==> src/rtl/alu_seq.sv <==
// Sequential ALU: single-cycle add/sub/logic/shift/compare, iterative radix-2 restoring divide.
// Latency: 1 cycle for simple ops; N+1 cycles for iterative ops (N = 32 when word, else XLEN).
// Backpressure: in_ready only in IDLE, one op in flight; result held in DONE until out_ready.
// Build option: define ALU_SEQ_MUL_EN to add the iterative shift-add multiplier on op 14.
module alu_seq #(
  parameter int XLEN = 64,
  parameter int OP_W = 4
) (
  input  logic            clk,
  input  logic            rst,
  input  logic            in_valid,
  output logic            in_ready,
  input  logic [OP_W-1:0] alu_op,
  input  logic            word,
  input  logic [XLEN-1:0] alu_src1,
  input  logic [XLEN-1:0] alu_src2,
  output logic            out_valid,
  input  logic            out_ready,
  output logic [XLEN-1:0] alu_res,
  output logic            zero
);

  localparam int SHW = $clog2(XLEN);
  localparam int CW  = $clog2(XLEN);

  localparam logic [OP_W-1:0] OP_ADD  = OP_W'(0);
  localparam logic [OP_W-1:0] OP_SUB  = OP_W'(1);
  localparam logic [OP_W-1:0] OP_AND  = OP_W'(2);
  localparam logic [OP_W-1:0] OP_OR   = OP_W'(3);
  localparam logic [OP_W-1:0] OP_XOR  = OP_W'(4);
  localparam logic [OP_W-1:0] OP_SLL  = OP_W'(5);
  localparam logic [OP_W-1:0] OP_SRL  = OP_W'(6);
  localparam logic [OP_W-1:0] OP_SRA  = OP_W'(7);
  localparam logic [OP_W-1:0] OP_SLT  = OP_W'(8);
  localparam logic [OP_W-1:0] OP_SLTU = OP_W'(9);
  localparam logic [OP_W-1:0] OP_DIV  = OP_W'(10);
  localparam logic [OP_W-1:0] OP_DIVU = OP_W'(11);
  localparam logic [OP_W-1:0] OP_REM  = OP_W'(12);
  localparam logic [OP_W-1:0] OP_REMU = OP_W'(13);
`ifdef ALU_SEQ_MUL_EN
  localparam logic [OP_W-1:0] OP_MUL  = OP_W'(14);
`endif

  typedef enum logic [1:0] {IDLE, BUSY, DONE} state_t;

  state_t          state, state_nxt;

  // Accept-side decode and operand preparation
  logic            word_eff, signed_op, start_iter;
  logic [SHW-1:0]  shamt;
  logic [XLEN-1:0] a_op, b_op, a_mag, b_mag, a_sx;
  logic [XLEN-1:0] sc_raw, sc_res;

  // Iteration registers: rem_q is the partial remainder (or product accumulator),
  // quot_q the shifting dividend/quotient (or multiplier), dvs_q the divisor (or multiplicand).
  logic [OP_W-1:0] op_q;
  logic            word_q, q_neg_q, r_neg_q, dz_q;
  logic [CW-1:0]   cnt_q;
  logic [XLEN-1:0] rem_q, quot_q, dvs_q;
  logic [XLEN-1:0] rem_nxt, quot_nxt, dvs_nxt;
  logic [XLEN:0]   shifted, trial;
  logic [XLEN-1:0] q_fix, r_fix, it_raw, it_res;

  function automatic logic [XLEN-1:0] sext32(input logic [31:0] v);
    return XLEN'($signed(v));
  endfunction

  assign in_ready  = (state == IDLE);
  assign out_valid = (state == DONE);

  // Operand conditioning for the iterative unit: word truncation, signedness, magnitudes
  always_comb begin
    word_eff   = word && (XLEN == 64);
    signed_op  = (alu_op == OP_DIV) || (alu_op == OP_REM);
    a_op       = word_eff ? (signed_op ? sext32(alu_src1[31:0]) : XLEN'(alu_src1[31:0])) : alu_src1;
    b_op       = word_eff ? (signed_op ? sext32(alu_src2[31:0]) : XLEN'(alu_src2[31:0])) : alu_src2;
    a_mag      = (signed_op && a_op[XLEN-1]) ? -a_op : a_op;
    b_mag      = (signed_op && b_op[XLEN-1]) ? -b_op : b_op;
    start_iter = (alu_op >= OP_DIV) && (alu_op <= OP_REMU);
`ifdef ALU_SEQ_MUL_EN
    if (alu_op == OP_MUL) start_iter = 1'b1;
`endif
  end

  // Single-cycle result, computed from the request and registered at acceptance
  always_comb begin
    shamt  = word_eff ? SHW'(alu_src2[4:0]) : alu_src2[SHW-1:0];
    a_sx   = sext32(alu_src1[31:0]);
    sc_raw = '0;
    case (alu_op)
      OP_ADD:  sc_raw = alu_src1 + alu_src2;
      OP_SUB:  sc_raw = alu_src1 - alu_src2;
      OP_AND:  sc_raw = alu_src1 & alu_src2;
      OP_OR:   sc_raw = alu_src1 | alu_src2;
      OP_XOR:  sc_raw = alu_src1 ^ alu_src2;
      OP_SLL:  sc_raw = alu_src1 << shamt;
      OP_SRL:  sc_raw = word_eff ? (XLEN'(alu_src1[31:0]) >> shamt) : (alu_src1 >> shamt);
      OP_SRA:  sc_raw = word_eff ? XLEN'($signed(a_sx) >>> shamt) : XLEN'($signed(alu_src1) >>> shamt);
      OP_SLT:  sc_raw = XLEN'(word_eff ? ($signed(alu_src1[31:0]) < $signed(alu_src2[31:0]))
                                       : ($signed(alu_src1) < $signed(alu_src2)));
      OP_SLTU: sc_raw = XLEN'(word_eff ? (alu_src1[31:0] < alu_src2[31:0]) : (alu_src1 < alu_src2));
      default: sc_raw = '0;
    endcase
    // Compare results are plain 0/1; everything else wraps at 32 bits and sign-extends in word mode
    sc_res = (word_eff && (alu_op != OP_SLT) && (alu_op != OP_SLTU)) ? sext32(sc_raw[31:0]) : sc_raw;
  end

  // One restoring-divide step (or shift-add multiply step) from the iteration registers
  always_comb begin
    shifted  = {rem_q, quot_q[XLEN-1]};
    trial    = shifted - {1'b0, dvs_q};
    rem_nxt  = shifted[XLEN-1:0];
    quot_nxt = {quot_q[XLEN-2:0], 1'b0};
    dvs_nxt  = dvs_q;
    if (!trial[XLEN]) begin
      rem_nxt  = trial[XLEN-1:0];
      quot_nxt = {quot_q[XLEN-2:0], 1'b1};
    end
`ifdef ALU_SEQ_MUL_EN
    if (op_q == OP_MUL) begin
      rem_nxt  = rem_q + (quot_q[0] ? dvs_q : '0);
      quot_nxt = quot_q >> 1;
      dvs_nxt  = dvs_q << 1;
    end
`endif
  end

  // Final result of the iterative unit: sign fix-up, divide-by-zero override, word extension
  always_comb begin
    q_fix  = dz_q ? '1 : (q_neg_q ? -quot_nxt : quot_nxt);
    r_fix  = r_neg_q ? -rem_nxt : rem_nxt;
    it_raw = ((op_q == OP_DIV) || (op_q == OP_DIVU)) ? q_fix : r_fix;
`ifdef ALU_SEQ_MUL_EN
    if (op_q == OP_MUL) it_raw = rem_nxt;
`endif
    it_res = word_q ? sext32(it_raw[31:0]) : it_raw;
  end

  // State register
  always_ff @(posedge clk) begin
    if (rst) state <= IDLE;
    else     state <= state_nxt;
  end

  // Next-state: simple ops go straight to DONE, iterative ops run in BUSY until the counter expires
  always_comb begin
    state_nxt = state;
    case (state)
      IDLE:    if (in_valid) state_nxt = start_iter ? BUSY : DONE;
      BUSY:    if (cnt_q == '0) state_nxt = DONE;
      DONE:    if (out_ready) state_nxt = IDLE;
      default: state_nxt = IDLE;
    endcase
  end

  // Datapath: capture at acceptance, iterate in BUSY, register the result into alu_res/zero
  always_ff @(posedge clk) begin
    if (rst) begin
      alu_res <= '0;
      zero    <= 1'b1;
      cnt_q   <= '0;
      op_q    <= '0;
      word_q  <= 1'b0;
      q_neg_q <= 1'b0;
      r_neg_q <= 1'b0;
      dz_q    <= 1'b0;
      rem_q   <= '0;
      quot_q  <= '0;
      dvs_q   <= '0;
    end else begin
      case (state)
        IDLE: begin
          if (in_valid) begin
            op_q    <= alu_op;
            word_q  <= word_eff;
            cnt_q   <= word_eff ? CW'(31) : CW'(XLEN - 1);
            q_neg_q <= signed_op && (a_op[XLEN-1] ^ b_op[XLEN-1]);
            r_neg_q <= signed_op && a_op[XLEN-1];
            dz_q    <= (b_mag == '0);
            rem_q   <= '0;
            // Word divides left-align the 32-bit dividend so the step logic always shifts from the MSB
            quot_q  <= word_eff ? (a_mag << (XLEN - 32)) : a_mag;
            dvs_q   <= b_mag;
`ifdef ALU_SEQ_MUL_EN
            if (alu_op == OP_MUL) quot_q <= a_mag;
`endif
            if (!start_iter) begin
              alu_res <= sc_res;
              zero    <= (sc_res == '0);
            end
          end
        end
        BUSY: begin
          rem_q  <= rem_nxt;
          quot_q <= quot_nxt;
          dvs_q  <= dvs_nxt;
          if (cnt_q == '0) begin
            alu_res <= it_res;
            zero    <= (it_res == '0);
          end else begin
            cnt_q <= cnt_q - CW'(1);
          end
        end
        default: ;
      endcase
    end
  end

endmodule

==> config.mk <==
export PLATFORM = sky130hd
export DESIGN_NAME = alu_seq
export DESIGN_NICKNAME = d
export VERILOG_FILES = /design/src/rtl/alu_seq.sv
export SDC_FILE = /design/constraint.sdc
export NUM_CORES = 2
export LEC_CHECK = 0
export BUFFER_PORTS_ARGS = -buffer_cell sky130_fd_sc_hd__buf_4
export CORE_AREA = 2 2 334 585
export DETAILED_ROUTE_END_ITERATION = 12
export DIE_AREA = 0 0 336 587
export GPL_TIMING_DRIVEN = 0
export PLACE_DENSITY_LB_ADDON = 0.3
export REMOVE_ABC_BUFFERS = 1
export SYNTH_ARGS = -nofsm -noshare
export SYNTH_HDL_FRONTEND = slang
export SYNTH_SLANG_ARGS = --single-unit
==> constraint.sdc <==
create_clock -name clk -period 8.8 [get_ports clk]
set_input_delay 0.88 -clock clk [delete_from_list [all_inputs] [get_ports clk]]
set_output_delay 0.88 -clock clk [all_outputs]
set_load 0.1 [all_outputs]
==> metrics.md <==
| Metric | Value |
|---|---|
| Outcome | finished, violations left |
| Failing checks | max-capacitance violations, max-slew violations, negative setup slack |
| Adder-Cell Fraction of Synth Area | 0.0697 |
| Vias in the first global route | 57300 |
| Yosys cell types | 106 |
| Dpl hpwl | 267000 µm |
| Element type at the critical path end | flop |
| Largest net degree at the start of global routing | 135 |
| Pwr/cell area | 119 nW/µm² |
| CP arrival | 9.67 ns |
| Clk sinks | 272 |
| Clock Pin Slew Worst Setup and Hold Paths | 0.07 ns |
| Placed Instances | 9294 |
| Clock Root Buffer | clkbuf_16 |
| Setup ws final | -0.304 ns |
| Area growth syn-to-layout | 12.5% |
| Fin util | 0.279 |
| Setup-failing EPs final | 1 |
| Max FO, Critical Path | 109 |
| RR Startpoint | dvs_nxt[52] |
| Multiplexer share of the synthesized area | 0.108 |
| Core Area | 193000 µm² |
| RSZ-0062 raised after global routing | false |
| H-tree depth | 1 |
| Worst VDD drop | 0.164 mV |
| Routability cong. | 1.07 |
| Final period utilization | 1.03 |
| Synth top area share | 0.114 |
| Gr usage total | 0.335 |
| Post-Layout Cell Count | 9391 |
| Hold_buf cts | 0 |
| Top_reg_cell synth | dfxtp_1 |
| Largest family of logic cells by synthesized area | compound AO/OA/AOI/OAI gates |
| Io pins | 204 |
| Compound-Gate Fraction of Synth Area | 0.341 |
| Worst slew pin tran | 1.65 ns |
| Post-synth EDFFs | 0 |
| Post-route ant nets | 0 |
| CP Data Required Time | 9.36 ns |
| Hold Fails Final Rpt | 0 |
| Synth area leaders | dfxtp_1 (11%), mux4_2 (7.0%), a21oi_1 (6.9%) |
| Synth Area in XOR/XNOR | 0.0439 |
| Setup crit start | alu_src2[4] |
| Minimum clock period | 9.10 ns |
| Fin Clk Skew | 0.0467 ns |
| Avg WL per Cell | 36.4 µm |
| Chip width | 336 µm |
| Row count | 214 |
| Ys Warns | 0 |
| Leakage power | 19.8 nW |
| Fmax achieved | 110 MHz |
| First-pass GRT wire length | 466000 µm |
| CTS tree | built |
| Synth async-reset ratio | 0 |
| Fillers | 21500 |
| Post-Syn Area | 47900 µm² |
| Final wirelength | 341000 µm |
| WS Path Type | in2reg |
| Layout cells sized above 1 | 0.114 |
| Drt first pass iters | 6 |
| Mapped Avg Cell Area | 6.83 µm² |
| # Max-Cap Violations | 9 |
| Mapped Cells | 7014 |
| DRC errors left | 0 |
| Hold Crit Class | reg2reg |
| Max_slew headroom | -0.106 |
| Post-synthesis register bit count | 272 |
| Die H | 587 µm |
| Area leader, netlist | dfxtp_1 |
| Initial antenna violation count | 29 |
| Hold_sp | alu_res[27] |
| Pwr Total | 6.42 mW |
| Nets | 7162 |
| Grt total ovfl | 0 |
| CP Launch Type | input pin |
| Clock latency on the worst-skew pair | 0.67 ns |
| TNS Setup | -0.304 ns |
| DR vias/cell | 6.37 |
| Initial Util | 0.248 |
| Die area | 197000 µm² |
| Maximum clock insertion buffer count | 3 |
| Vias | 59800 |
| IO buf count | 203 |
| Sequential element share of the synthesized area | 0.114 |
| Area share of and/or/nand/nor cells after synthesis | 0.248 |
| Pre-CTS setup slack | -4.45 ns |
| Iter 0 DRT Violations | 6753 |
| Slew Viols, Final | 12 |
| CTS Buf Count | 27 |
Yosys cell counts, types with 94 or more instances:
library cell  instances
clkbuf_1            455
o31ai_1              94
a21oi_1             665
nor2_1              727
dfxtp_1             272
mux4_2              149
xnor2_1             188
mux2i_1             135
nor4_1              101
a211oi_1            157
inv_1               309
nand2_1             786
nor3_1              210
o211ai_1            124
o21ai_0             409
nand3_1             210
ha_1                262
a31oi_1             137
power by group:
part / switching, mW / internal (mW)
Clock: 0.646 / 0.764
Combinational: 2.60 / 1.02
Sequential: 0.0811 / 1.31
metrics by stage:
step	hold slack [ns]	cell area [µm²]
finish	0.450	53900
global route	0.467	53900
CTS	0.455	53400
detailed placement	0.447	52000
global placement	0.443	50300
floorplan	0.430	45500
critical path: stages:
cell and delay (ns):
buf_6 0.73, clkinv_8 0.60, nor2_1 0.57, buf_4 0.31, a31oi_1 0.20, nand2_1 0.19
a21oi_1 0.10, a211oi_1 1.17, o221ai_1 0.61, a221oi_1 1.26, nand4_1 0.34, or4_1 0.74
or4_1 0.73, or4_1 0.58, nor3_1 0.15, a211oi_1 0.12, a21oi_1 0.18
layer usage:
layer	GRT usage	up-vias	part of all wire
met3	0.0558	1153	0.062
met4	0.333	20	0.13
met5	0	-	0.00037
met2	0.570	3343	0.48
met1	0.340	29400	0.33
li1	-	25800	-
state kept, by name, summed over array words and instances, names as in the netlist, 2 cells and up:
signal and flops:
state 2, op_q 3, quot_q 64, rem_q 64, alu_res 64, cnt_q 6, dvs_nxt 64
cell type report:
| cell class | instances | area (µm²) | share of cell area |
|---|---|---|---|
| clock buffers | 29 | 703 | 0.0130 |
| repair inverters | 2 | 17.5 | 0.000325 |
| flip-flops and latches | 272 | 5460 | 0.101 |
| diodes | 18 | 45.0 | 0.000836 |
| multi-input cells | 5827 | 39600 | 0.735 |
| inverters | 318 | 1250 | 0.0231 |
| well taps | 2592 | 3240 | 0.0602 |
| clock inverters | 21 | 293 | 0.00543 |
| repair buffers | 312 | 3260 | 0.0604 |
final timing paths:
kind / to / depth (start not counted) / slack (ns)
max: zero / 17 / -0.30
min: alu_res[27] / 2 / 0.45
max reg2reg: zero / 34 / 0.03
min reg2reg: alu_res[27] / 2 / 0.45
cell usage in the layout (no fill, tap or decap), types with 36 or more instances in the layout:
cell	n
nand2_1	777
nor2_1	712
a21oi_1	653
o21ai_0	399
inv_1	308
dfxtp_1	265
ha_1	235
buf_4	232
nand3_1	209
nor3_1	199
xnor2_1	183
a211oi_1	155
mux4_2	149
a31oi_1	135
mux2i_1	134
o211ai_1	124
o31ai_1	93
nor4_1	93
nand4_1	87
a21o_1	86
or3_1	70
a221oi_1	66
o221ai_1	64
a22oi_1	63
o22ai_1	62
nand2b_1	57
xor2_1	51
o21bai_1	49
and2_1	45
and3_1	44
or4_1	41
mux2_2	41
o21a_1	39
a311oi_1	36
a211o_1	36
cell families (layout without fill, tap and decap cells):
logic type,Yosys count,count (layout)
other,0,18
buffers and inverters,915,682
AOI/OAI and AO/OA,2454,2454
DFF,272,272
xor gates and xnor gates,240,240
and+or+nand+nor,2542,2542
adders and majority gates,265,265
muxes,326,326
what timing repair did:
item	4_1_cts	5_1_grt
pin swaps	18	21
resized for setup	64	48
buffers inserted	14	5
setup endpoints to repair	28	3
gates cloned	2	0
No activity file was read; power rests on OpenSTA's default activity.
